`src/rtl/maze_game_pkg.sv`:
```
// Shared types and constants for the maze game session logic.
package maze_game_pkg;

    typedef enum logic [2:0] {
        ST_IDLE,
        ST_GEN,
        ST_PLAY,
        ST_LEVEL_DONE,
        ST_WON,
        ST_LOST
    } state_e;

    localparam int TIME_W = 12;

    function automatic logic [TIME_W-1:0] budget(input int mins, input int secs);
        return TIME_W'(mins * 60 + secs);
    endfunction

endpackage

```
`src/rtl/maze_sec_countdown.sv`:
```
// Seconds countdown: a CLK_F-cycle prescaler feeding a non-underflowing
// seconds register with synchronous budget load.
module maze_sec_countdown
    import maze_game_pkg::*;
#(
    parameter int                CLK_F  = 50000000,
    parameter logic [TIME_W-1:0] BUDGET = TIME_W'(60)
) (
    input  logic              clock,
    input  logic              reset,
    input  logic              load_i,
    input  logic              clr_i,
    input  logic              run_i,
    output logic [TIME_W-1:0] time_left_o,
    output logic              zero_o
);

    localparam int PRE_W = (CLK_F > 1) ? $clog2(CLK_F) : 1;

    logic [PRE_W-1:0]  pre_q;
    logic [TIME_W-1:0] time_q;
    logic              tick;

    assign tick        = run_i && (pre_q == PRE_W'(CLK_F - 1));
    assign time_left_o = time_q;
    assign zero_o      = (time_q == '0);

    always_ff @(posedge clock) begin
        if (reset) begin
            pre_q  <= '0;
            time_q <= BUDGET;
        end else begin
            // Clearing on entry makes every level's first tick land CLK_F cycles in.
            if (clr_i) begin
                pre_q <= '0;
            end else if (run_i) begin
                pre_q <= tick ? '0 : pre_q + 1'b1;
            end

            if (load_i) begin
                time_q <= BUDGET;
            end else if (tick && time_q != '0) begin
                time_q <= time_q - 1'b1;
            end
        end
    end

endmodule

```
`src/rtl/maze_session_ctrl.sv`:
```
// Multi-level maze session FSM: generation handshake, play, level scoring,
// win/lose; owns the countdown via maze_sec_countdown.
module maze_session_ctrl
    import maze_game_pkg::*;
#(
    parameter int NUM_LEVELS = 8,
    parameter int MINS       = 1,
    parameter int SECS       = 0,
    parameter int CLK_F      = 50000000,
    parameter int TIME_MODE  = 0,
    parameter int SCORE_W    = 16
) (
    input  logic                              clock,
    input  logic                              reset,
    input  logic                              start,
    input  logic                              gen_end,
    input  logic                              player_at_end,
    output logic                              gen_start,
    output logic                              hold_player,
    output logic                              stop_player,
    output logic [$clog2(NUM_LEVELS+1)-1:0]   level,
    output logic [TIME_W-1:0]                 time_left,
    output logic [SCORE_W-1:0]                score,
    output logic                              game_won,
    output logic                              game_lost
);

    localparam int                LVL_W    = $clog2(NUM_LEVELS + 1);
    localparam logic [TIME_W-1:0] BUDGET   = budget(MINS, SECS);
    localparam logic [LVL_W-1:0]  LAST_LVL = LVL_W'(NUM_LEVELS - 1);

    state_e             state_q;
    logic               gen_start_q;
    logic               hold_q;
    logic               stop_q;
    logic               won_q;
    logic               lost_q;
    logic               armed_q;
    logic               pae_q;
    logic [LVL_W-1:0]   level_q;
    logic [SCORE_W-1:0] score_q;

    logic [TIME_W-1:0]  time_left_s;
    logic               time_zero;
    logic               can_start;
    logic               exit_rise;
    logic               enter_play;
    logic               in_play;
    logic               load_budget;

    function automatic logic [SCORE_W-1:0] sat_add(input logic [SCORE_W-1:0] a,
                                                   input logic [TIME_W-1:0]  b);
        logic [32:0] sum;
        sum = 33'(a) + 33'(b);
        if (sum > 33'({SCORE_W{1'b1}})) begin
            return {SCORE_W{1'b1}};
        end
        return sum[SCORE_W-1:0];
    endfunction

    assign can_start   = (state_q == ST_IDLE) || (state_q == ST_WON) || (state_q == ST_LOST);
    assign exit_rise   = player_at_end && !pae_q;
    assign enter_play  = (state_q == ST_GEN) && armed_q && gen_end;
    assign in_play     = (state_q == ST_PLAY);
    assign load_budget = (can_start && start) ||
                         ((state_q == ST_LEVEL_DONE) && (TIME_MODE == 1) && (level_q != LAST_LVL));

    maze_sec_countdown #(
        .CLK_F  (CLK_F),
        .BUDGET (BUDGET)
    ) u_countdown (
        .clock       (clock),
        .reset       (reset),
        .load_i      (load_budget),
        .clr_i       (enter_play),
        .run_i       (in_play),
        .time_left_o (time_left_s),
        .zero_o      (time_zero)
    );

    always_ff @(posedge clock) begin
        if (reset) begin
            state_q     <= ST_IDLE;
            gen_start_q <= 1'b0;
            hold_q      <= 1'b1;
            stop_q      <= 1'b1;
            won_q       <= 1'b0;
            lost_q      <= 1'b0;
            armed_q     <= 1'b0;
            pae_q       <= 1'b1;
            level_q     <= '0;
            score_q     <= '0;
        end else begin
            gen_start_q <= 1'b0;
            pae_q       <= player_at_end;
            case (state_q)
                ST_IDLE, ST_WON, ST_LOST: begin
                    if (start) begin
                        state_q     <= ST_GEN;
                        gen_start_q <= 1'b1;
                        hold_q      <= 1'b1;
                        stop_q      <= 1'b1;
                        won_q       <= 1'b0;
                        lost_q      <= 1'b0;
                        armed_q     <= 1'b0;
                        level_q     <= '0;
                        score_q     <= '0;
                    end
                end
                ST_GEN: begin
                    // A done flag left high by the previous maze must drop before it counts.
                    if (!gen_end) begin
                        armed_q <= 1'b1;
                    end
                    if (armed_q && gen_end) begin
                        state_q <= ST_PLAY;
                        hold_q  <= 1'b0;
                        stop_q  <= 1'b0;
                    end
                end
                ST_PLAY: begin
                    if (exit_rise) begin
                        state_q <= ST_LEVEL_DONE;
                        stop_q  <= 1'b1;
                    end else if (time_zero) begin
                        state_q <= ST_LOST;
                        stop_q  <= 1'b1;
                        lost_q  <= 1'b1;
                    end
                end
                ST_LEVEL_DONE: begin
                    score_q <= sat_add(score_q, time_left_s);
                    level_q <= level_q + 1'b1;
                    if (level_q == LAST_LVL) begin
                        state_q <= ST_WON;
                        won_q   <= 1'b1;
                    end else begin
                        state_q     <= ST_GEN;
                        gen_start_q <= 1'b1;
                        hold_q      <= 1'b1;
                        armed_q     <= 1'b0;
                    end
                end
                default: begin
                    state_q <= ST_IDLE;
                    hold_q  <= 1'b1;
                    stop_q  <= 1'b1;
                end
            endcase
        end
    end

    assign gen_start   = gen_start_q;
    assign hold_player = hold_q;
    assign stop_player = stop_q;
    assign level       = level_q;
    assign time_left   = time_left_s;
    assign score       = score_q;
    assign game_won    = won_q;
    assign game_lost   = lost_q;

endmodule
```
`config.mk`:
```
export PLATFORM = sky130hd
export DESIGN_NAME = maze_session_ctrl
export DESIGN_NICKNAME = d
export VERILOG_FILES = /design/src/rtl/maze_game_pkg.sv /design/src/rtl/maze_sec_countdown.sv /design/src/rtl/maze_session_ctrl.sv
export SDC_FILE = /design/constraint.sdc
export NUM_CORES = 1
export LEC_CHECK = 0
export CAP_MARGIN = 25
export CORE_ASPECT_RATIO = 0.7
export CORE_UTILIZATION = 24
export CTS_CLUSTER_DIAMETER = 100
export CTS_CLUSTER_SIZE = 8
export DETAILED_ROUTE_END_ITERATION = 16
export DONT_BUFFER_PORTS = 1
export GPL_TIMING_DRIVEN = 0
export PLACE_DENSITY = 0.48
export SYNTH_ARGS = -nofsm -noshare
export SYNTH_HDL_FRONTEND = slang
export SYNTH_SLANG_ARGS = --single-unit
```
`constraint.sdc`:
```
create_clock -name clock -period 6.84 [get_ports clock]
set_input_delay 0 -clock clock [delete_from_list [all_inputs] [get_ports clock]]
set_output_delay 0 -clock clock [all_outputs]
set_load 0.005 [all_outputs]
```
After elaboration in Yosys (flattened, before gate mapping)
Index checks and enable logic that the tools add are counted. W data, S select, Z words.

Flip-flop bits (word level): 68. Input port bits: 5. Output and inout bits: 37. Word-level logic and storage cells: 94.

Add/sub/neg operators: 4. $lt $le $gt $ge: 1. Eq/ne operators: 15. Muxes and demuxes: 34. Bitwise logic cells: 2. Reductions and logical operators: 26.

Operators with widths (count): $mux W16 (3); $pmux W16 S2 (1); $add A26 B1 Y26 const B (1); $eq A26 B26 Y1 const B (1); $mux W26 (1); $add A16 B12 Y17 (1); $gt A17 B16 Y1 const B (1); $reduce_and A4 Y1 (4); $mux W1 (15); $mux W3 (5); $logic_not A12 Y1 (1); $pmux W3 S4 (1); $reduce_bool A12 Y1 (1); $sub A12 B1 Y12 const B (1); $ne A2 B2 Y1 const B (5); $pmux W1 S4 (2); $pmux W4 S2 (1); $logic_and A1 B1 Y1 (7); $eq A3 B2 Y1 const B (2); $eq A3 B3 Y1 const B (2); $pmux W1 S2 (3); $reduce_and A3 Y1 (2); $add A4 B1 Y4 const B (1); $eq A4 B3 Y1 const B (1); other kinds (14) (19).

Depth between registers and ports, before layout
Gate-level depths: netlist (run 1).

Depth after elaboration: 7. Depth in mapped cells: 10. Depth with buffers taken out: 9.

Hierarchy
Synthesis (run 1) repeated with hierarchy kept, for this count alone.

Cells, all modules: 434. Area, all modules: 3667.3 um2.

By module, submodules not included: maze_session_ctrl (instances 1, cells each 220, area an instance 1843.0 um2, seq. area each 600.6 um2); maze_sec_countdown (instances 1, cells each 214, area an instance 1824.2 um2, seq. area each 760.7 um2).

Worst setup path before layout (run 1)
Ideal clock, no wire load.

Path kind: reg2reg. Start: register u_countdown.time_q[0] (netlist: u_countdown.time_left_o[0]). End: register score_q[14] (netlist: score[14]). Setup time: 0.070 ns. Arrival: 2.260 ns. Required time: 6.770 ns. Slack: 4.509 ns. Cell stages (with the launch flop): 10. Path buffers: 0. Period minus slack after synthesis: 2.331 ns. Cell sequence: dfxtp_1 ha_1 inv_1 fa_1 nor2b_1 o2111ai_1 a21o_1 a221o_1 a211o_1 a21oi_1.

Word-level cells in the longest chain between the ends: 7.

RTL lines: from (decl) (line maze_sec_countdown.sv:21) `logic [TIME_W-1:0] time_q;`; from (signal assigned) (line maze_sec_countdown.sv:43) `time_q <= time_q - 1'b1;`; $add A16 B12 Y17 * (line maze_session_ctrl.sv:54) `sum = 33'(a) + 33'(b);`; $gt A17 B16 Y1 (line maze_session_ctrl.sv:55) `if (sum > 33'({SCORE_W{1'b1}})) begin`; $mux W1 (line maze_session_ctrl.sv:55); $mux W1 (line maze_session_ctrl.sv:96) `case (state_q)`; $mux W1 (line maze_session_ctrl.sv:82) `if (reset) begin`; $mux W16 * (line maze_session_ctrl.sv:58) `return sum[SCORE_W-1:0];`; $pmux W16 S2 * (line maze_session_ctrl.sv:96); to (signal assigned) (line maze_session_ctrl.sv:132) `score_q <= sat_add(score_q, time_left_s);`; to (decl) (line maze_session_ctrl.sv:41) `logic [SCORE_W-1:0] score_q;`.

Mark *: on every way between the ends. The rest lies on a longest branch, timed or not. The select of a mux whose other input is x is not followed. A chain may end at the register's enable or synchronous reset.

Worst setup path after layout (run 1)
Start: register u_countdown.time_q[0] (netlist: u_countdown.time_left_o[0]). End: register score_q[9] (netlist: score[9]).

Same word-level chain as after synthesis.

==> impl_metrics.py, run 1 <==
metrics = {
    "die": {
        "io_pins": 42,
        "row_count": 37,
        "die_h_um": 105,
        "dieArea_um2": 15500,
        "core-area_um2": 14700,
        "start_util_pct": 24.5,
        "die_w_um": 148,
    },
    "place": {
        "dp_hpwl_mm": 7.08,
        "place_congestion": 0.876,
        "io_buffers": 0,
    },
    "worst_setup_path": {
        "cp-end-kind": "flop",
        "cp.required_ns": 7.03,
        "cp.buffers_inverters": 2,
        "path_class": "reg -> reg",
        "worstPathMaxFanout": 10,
        "slowest_stage": "a211oi_1",
        "crit_chain": "ha_1, inv_1, fa_1, nor2b_1, o2111ai_1, a21o_1, a21oi_1, a211oi_1, clkbuf_1, a211oi_1",
        "cp.arrival_ns": 3.39,
        "startpoint_type": "flop",
        "crit_top_cell": "a211oi_1",
        "crit_family": "compound AO/OA/AOI/OAI gates",
        "cp_slowest_stage_delay_ns": 0.66,
    },
    "clock_tree": {
        "cts_sinks": 68,
        "ctsLongestPathBuffers": 2,
        "h-tree-depth": 3,
        "post-cts-setup-buffers": 0,
        "clk_pin_slew_worst_paths_ns": 0.06,
        "numCtsBuffers": 9,
        "cts_hold_buf": 4,
        "clock_latency_ns": 0.34,
        "clock_tree.root_cell": "clkbuf_16",
        "cts_tree": "yes",
        "cts_resized": 0,
    },
    "power_and_ir_drop": {
        "leakagePower_nw": 1.41,
        "p_seq_share_pct": 40.6,
        "finalPower_mw": 1.07,
        "switching_power_mw": 0.321,
        "ir_drop_v": 0.000121,
        "internal_power_mw": 0.752,
        "combPwrFrac_pct": 13.9,
        "p_sw_share_pct": 29.9,
        "clockPowerShare_pct": 45.5,
        "power_density_nw_per_um2": 256,
    },
    "global_route": {
        "gr-total-overflow": 0,
        "grt_pass1_vias": 2858,
        "grt_pass1_wl_mm": 15.6,
        "antenna_found_initial": 0,
        "grt_max_degree": 15,
        "track_usage_pct": 13.0,
    },
    "timing": {
        "fin_skew_ns": 0.0114,
        "min_period_ns": 3.20,
        "worst_pin_slew_ns": 0.772,
        "setup_viol": 0,
        "final.period_utilization_pct": 46.8,
        "finalHoldViolCount": 0,
        "fin_tns_setup_ns": 0,
        "rsz0062_at_grt": "no",
        "max_freq_mhz": 312,
        "max_slew_margin_pct": 48.2,
        "slew_viol_final": 0,
    },
    "yosys": {
        "avgSynthCellArea_um2": 8.38,
        "seq_area_frac_synth_pct": 37.8,
        "netlist.top_cell.by_area": "dfxtp_1",
        "synth_top_flop_cell": "dfxtp_1",
        "synth_top_area_share_pct": 37.8,
        "synthCells": 430,
        "async_flop_share_pct": 0,
        "synth_area_um2": 3600,
        "ys_warn_count": 0,
        "synth_area_leaders": "dfxtp_1 38%, xor2_1 7.5%, nor2_1 6.7%",
        "synth_edf_count": 0,
        "synthDistinctLibCells": 52,
        "ys_ff_latch": 68,
        "syn_nets": 451,
    },
    "cells_and_area": {
        "syn_to_final_growth_pct": 16.4,
        "layout_common_cells": "68 x dfxtp_1, 64 x nor2_1, 36 x a21oi_1",
        "insertedDiodeCount": 0,
        "mostFrequentLayoutCell": "dfxtp_1",
        "final_nets": 466,
        "drive_above_1_share_pct": 7.56,
    },
    "min_path": {
        "hp-class": "in -> reg",
    },
    "drt": {
        "drc_errors": 0,
        "drt_iter0_markers": 306,
        "wl_per_cell_um": 14.8,
        "vias_per_cell": 4.83,
        "vias": 3113,
        "wirelength_mm": 9.52,
        "detail-route-antenna-nets": 0,
        "dr.pass1.iters": 5,
    },
    "job": {
        "drv_cap": 0,
    },
    "run_status": {
        "outcome": "finished, final reports clean",
    },
}
registers in the layout, summed over array words and instances (netlist names):
signal                   count
hold_player                  1
stop_player                  1
armed_q                      1
u_countdown.pre_q           26
u_countdown.time_left_o     12
state_q                      3
score                       16
gen_start                    1
pae_q                        1
game_won                     1
level                        4
game_lost                    1
final timing paths:
check / end / from / slack, ns / cells past startpoint
worst min register to register: u_countdown.pre_q[1] / u_countdown.pre_q[1] / 0.50 / 2
worst max register to register: score[9] / u_countdown.time_left_o[0] / 3.64 / 10
worst min-delay path: u_countdown.time_left_o[3] / start / 0.04 / 2
worst max-delay path: score[9] / u_countdown.time_left_o[0] / 3.64 / 10
metal layers:
metal	part of all wire, %	vias to the layer above	track usage, %
met1	58	1460	20.9
met4	0.89	0	3.98
li1	-	1570	-
met5	0	-	0
met2	36	75	15.6
met3	5.9	8	3.95
worst register-to-register path, delay by kind of cell (launching register included):
family / cells / cell delay (ns)
buf+inv: 2 / 0.57
fa+ha+maj: 2 / 0.49
compound gates: 5 / 1.51
simple gates: 1 / 0.07
flops: 1 / 0.41
power groups by stage:
stage | clock [mW] | combinational (mW) | sequential (mW)
after global placement | 0 | 0.143 | 0.444
after CTS | 0.499 | 0.147 | 0.435
after global routing | 0.518 | 0.169 | 0.439
after detailed placement | 0 | 0.144 | 0.445
after floorplan | 0 | 0.107 | 0.439
final | 0.488 | 0.149 | 0.436
logic make-up after synthesis:
group | share of synthesized area (%)
xor+xnor | 10.9
buf+inv | 3.40
compound gates | 17.0
fa+ha+maj | 5.77
flops | 37.8
simple gates | 25.1
cell usage after synthesis, types with 3 or more instances:
cell	count
nand2b_1	3
a211oi_1	20
xor2_1	31
o211ai_1	4
nand4_1	8
nand2_1	33
a21oi_1	36
a31oi_1	6
o21ai_0	12
o21bai_1	3
nor4_1	3
nand3b_1	4
a21o_1	4
and3_1	4
dfxtp_1	68
nor3_1	5
ha_1	15
clkbuf_1	12
nand3_1	25
nor2_1	64
or2_2	3
xnor2_1	14
inv_1	15
stage by stage:
stage               std cells  utilization (%)  worst slack, ns  instance area (um2)  hold WS, ns
floorplan                 430                -             4.51                 3600        0.107
global placement          625             26.2             3.78                 3850        0.109
detailed placement        625             26.2             3.72                 3850        0.109
CTS                       645             28.6             3.70                 4190       0.0451
global route              645             28.6             3.44                 4190       0.0717
finish                    645             28.6             3.64                 4190       0.0393
final cells by class:
cell class | count | area (um2)
clock inverters | 7 | 82.6
fillers | 1577 | 10500
inverters | 15 | 56.3
well taps | 195 | 244
multi-input cells | 332 | 2120
flip-flops and latches | 68 | 1360
repair buffers | 4 | 40.0
plain buffers | 15 | 66.3
clock buffers | 9 | 225
(Power assumes the default switching activity.)
==> inputs of run 2 (changes only) <==
--- a/config.mk
+++ b/config.mk
@@ -5,6 +5,7 @@
 export SDC_FILE = /design/constraint.sdc
 export NUM_CORES = 1
 export LEC_CHECK = 0
+export ABC_AREA = 1
 export CAP_MARGIN = 25
 export CORE_ASPECT_RATIO = 0.7
 export CORE_UTILIZATION = 24
==> constraint.sdc (replaced) <==
create_clock -name clock -period 3.1 [get_ports clock]
set_input_delay 0 -clock clock [delete_from_list [all_inputs] [get_ports clock]]
set_output_delay 0 -clock clock [all_outputs]
set_load 0.005 [all_outputs]
==> run 2 against run 1 <==
The flow now finishes with violations (DRC). Global-route usage is 1.3 points higher. Maximum frequency is 28% higher. Critical path depth is 1 higher. Routed wire length is 29% higher. Utilization is 0.58 points lower. Worst hold slack better by 0.054 ns. Die area is 17% higher. Worst setup slack worse by 3.0 ns. Clock skew hardly changed. Cell count is 41% higher. Critical endpoint is now score[2].
==> impl_metrics.py, run 2 <==
metrics = {
    "worst_setup_path": {
        "r2r-end": "score[2]",
        "cp.arrival_ns": 2.78,
        "path_class": "reg -> reg",
        "slowest_stage": "dfxtp_1",
        "r2r_cells": 11,
        "worstPathMaxFanout": 10,
        "cp_slowest_stage_delay_ns": 0.51,
        "cp.required_ns": 3.37,
        "cp.buffers_inverters": 2,
        "startpoint_type": "flop",
        "r2r_start": "u_countdown.time_left_o[0]",
        "crit_family": "compound AO/OA/AOI/OAI gates",
        "crit_chain": "ha_1, inv_1, fa_1, o21ai_0, nand3_1, nand2_1, a21oi_4, buf_4, o21ai_0, nand2_1, a21oi_1",
        "cp-end-kind": "flop",
        "rrSetupSlack_ns": 0.59,
    },
    "timing": {
        "slew_viol_final": 0,
        "worst_pin_slew_ns": 0.632,
        "fin_skew_ns": 0.0112,
        "setup_ws_ns": 0.591,
        "final.period_utilization_pct": 80.9,
        "rsz0062_at_grt": "no",
        "max_freq_mhz": 399,
        "fin_tns_setup_ns": 0,
        "setup_viol": 0,
        "finalHoldViolCount": 0,
        "max_slew_margin_pct": 57.7,
        "min_period_ns": 2.51,
    },
    "clock_tree": {
        "post-cts-setup-buffers": 0,
        "cts_tree": "yes",
        "numCtsBuffers": 9,
        "cts_hold_buf": 2,
        "clock_latency_ns": 0.34,
        "ctsLongestPathBuffers": 2,
        "clk_pin_slew_worst_paths_ns": 0.06,
        "cts_sinks": 68,
        "cts_resized": 0,
        "clock_tree.root_cell": "clkbuf_16",
        "h-tree-depth": 3,
    },
    "die": {
        "core-area_um2": 17200,
        "start_util_pct": 24.6,
        "io_pins": 42,
        "die_h_um": 113,
        "row_count": 40,
        "dieArea_um2": 18100,
        "die_w_um": 160,
    },
    "power_and_ir_drop": {
        "leakagePower_nw": 2.04,
        "ir_drop_v": 0.000206,
        "power_density_nw_per_um2": 513,
        "finalPower_mw": 2.47,
    },
    "global_route": {
        "gr-total-overflow": 0,
        "antenna_found_initial": 0,
        "grt_max_degree": 13,
        "track_usage_pct": 14.3,
        "grt_pass1_wl_mm": 20.3,
        "grt_pass1_vias": 3714,
    },
    "drt": {
        "detail-route-antenna-nets": 0,
        "wirelength_mm": 12.2,
        "vias": 3993,
        "drc_errors": 1,
        "vias_per_cell": 4.40,
        "wl_per_cell_um": 13.5,
        "drt_iter0_markers": 283,
        "dr.pass1.iters": 13,
    },
    "cells_and_area": {
        "insertedDiodeCount": 0,
        "largest_register": "u_countdown.pre_q",
        "multiInputGateArea_um2": 2460,
        "syn_to_final_growth_pct": 14.0,
        "final_util_pct": 28.0,
        "mostFrequentLayoutCell": "nand2_1",
        "drive_above_1_share_pct": 6.20,
        "largest_reg_flops": 26,
        "nFillCells": 1916,
        "final_nets": 693,
        "regArea_um2": 1360,
        "layout_common_cells": "201 x nand2_1, 88 x inv_1, 70 x nor2_1",
    },
    "yosys": {
        "ys_warn_count": 0,
        "async_flop_share_pct": 0,
        "synthDistinctLibCells": 44,
        "synth_area_um2": 4220,
        "yosysMostFrequentCell": "nand2_1",
        "ys_ff_latch": 68,
        "avgSynthCellArea_um2": 6.40,
        "syn_nets": 680,
        "synth_edf_count": 0,
        "synth_top_flop_cell": "dfxtp_1",
        "netlist.top_cell.by_area": "dfxtp_1",
        "synth_common_cells": "201 x nand2_1, 88 x inv_1, 70 x nor2_1",
        "synth_top_area_share_pct": 32.3,
        "seq_area_frac_synth_pct": 32.3,
        "synthCells": 659,
        "synth_area_leaders": "dfxtp_1 32%, nand2_1 18%, inv_1 7.8%",
    },
    "place": {
        "dp_hpwl_mm": 9.44,
        "io_buffers": 0,
        "preCtsSetupSlack_ns": 0.646,
        "place_congestion": 0.826,
    },
    "run_status": {
        "violations": "DRC",
        "outcome": "finished, violations left",
    },
    "job": {
        "drv_cap": 0,
    },
    "min_path": {
        "holdCritStartpoint": "start",
        "hold_depth": 4,
        "hp-class": "in -> reg",
        "min_to": "gen_start",
    },
}
run 2: cell types whose count changed after synthesis, moves of 14 or more:
cell and change:
xor2_1 -22, nand2_1 +168, a21oi_1 +14, a211oi_1 -20, inv_1 +73, nand3_1 +21
run 2: cell families (layout without fill, tap and decap cells):
family	after synthesis	in the layout	share of synthesized area [%]
and+or+nand+nor	371	371	38.3
buffers and inverters	101	119	9.41
AOI/OAI and AO/OA	85	85	11.3
DFF	68	68	32.3
xor gates and xnor gates	18	18	3.74
adders and majority gates	16	16	4.93
run 2: power breakdown:
group | internal, mW | switching, mW | total (mW)
clock network | 0.565 | 0.409 | 0.973
logic | 0.149 | 0.368 | 0.517
registers | 0.923 | 0.0536 | 0.977
total | 1.64 | 0.830 | 2.47
run 2: metal layers:
metal | track usage (%) | up-vias | part of all wire [%]
met2 | 18.6 | 68 | 37
met5 | 0 | - | 0
li1 | - | 2154 | -
met1 | 21.6 | 1763 | 56
met4 | 3.68 | 0 | 0.70
met3 | 4.91 | 8 | 6.4
run 2: worst max path at each step:
stage | start | end | cells after the start
after global routing | u_countdown.time_left_o[0] | score[2] | 11
final | u_countdown.time_left_o[0] | score[2] | 11
after detailed placement | u_countdown.time_left_o[0] | score[2] | 11
after CTS | u_countdown.time_left_o[0] | score[2] | 11
after floorplan | u_countdown.time_left_o[0] | score[2] | 11
after global placement | u_countdown.time_left_o[0] | score[2] | 11
run 2: area by class of cell:
class | instances | share of cell area (%)
repair buffers | 2 | 0.417
clock inverters | 5 | 0.781
inverters | 91 | 7.13
flip-flops and latches | 68 | 28.3
multi-input cells | 490 | 51.2
clock buffers | 11 | 5.05
plain buffers | 10 | 1.12
well taps | 231 | 6.01
run 2: through the flow:
step	hold WS, ns	area (um2)	cells
after floorplan	0.0964	4220	659
after global placement	0.107	4510	890
final	0.0929	4810	908
after detailed placement	0.110	4510	890
after global routing	0.107	4810	908
after CTS	0.0739	4810	908
run 2: worst reg2reg max path, cell delays in order (launching register included):
cell and delay (ns):
dfxtp_1 0.51, ha_1 0.23, inv_1 0.06, fa_1 0.40, o21ai_0 0.29, nand3_1 0.13, nand2_1 0.19, a21oi_4 0.13
buf_4 0.20, o21ai_0 0.11, nand2_1 0.08, a21oi_1 0.13
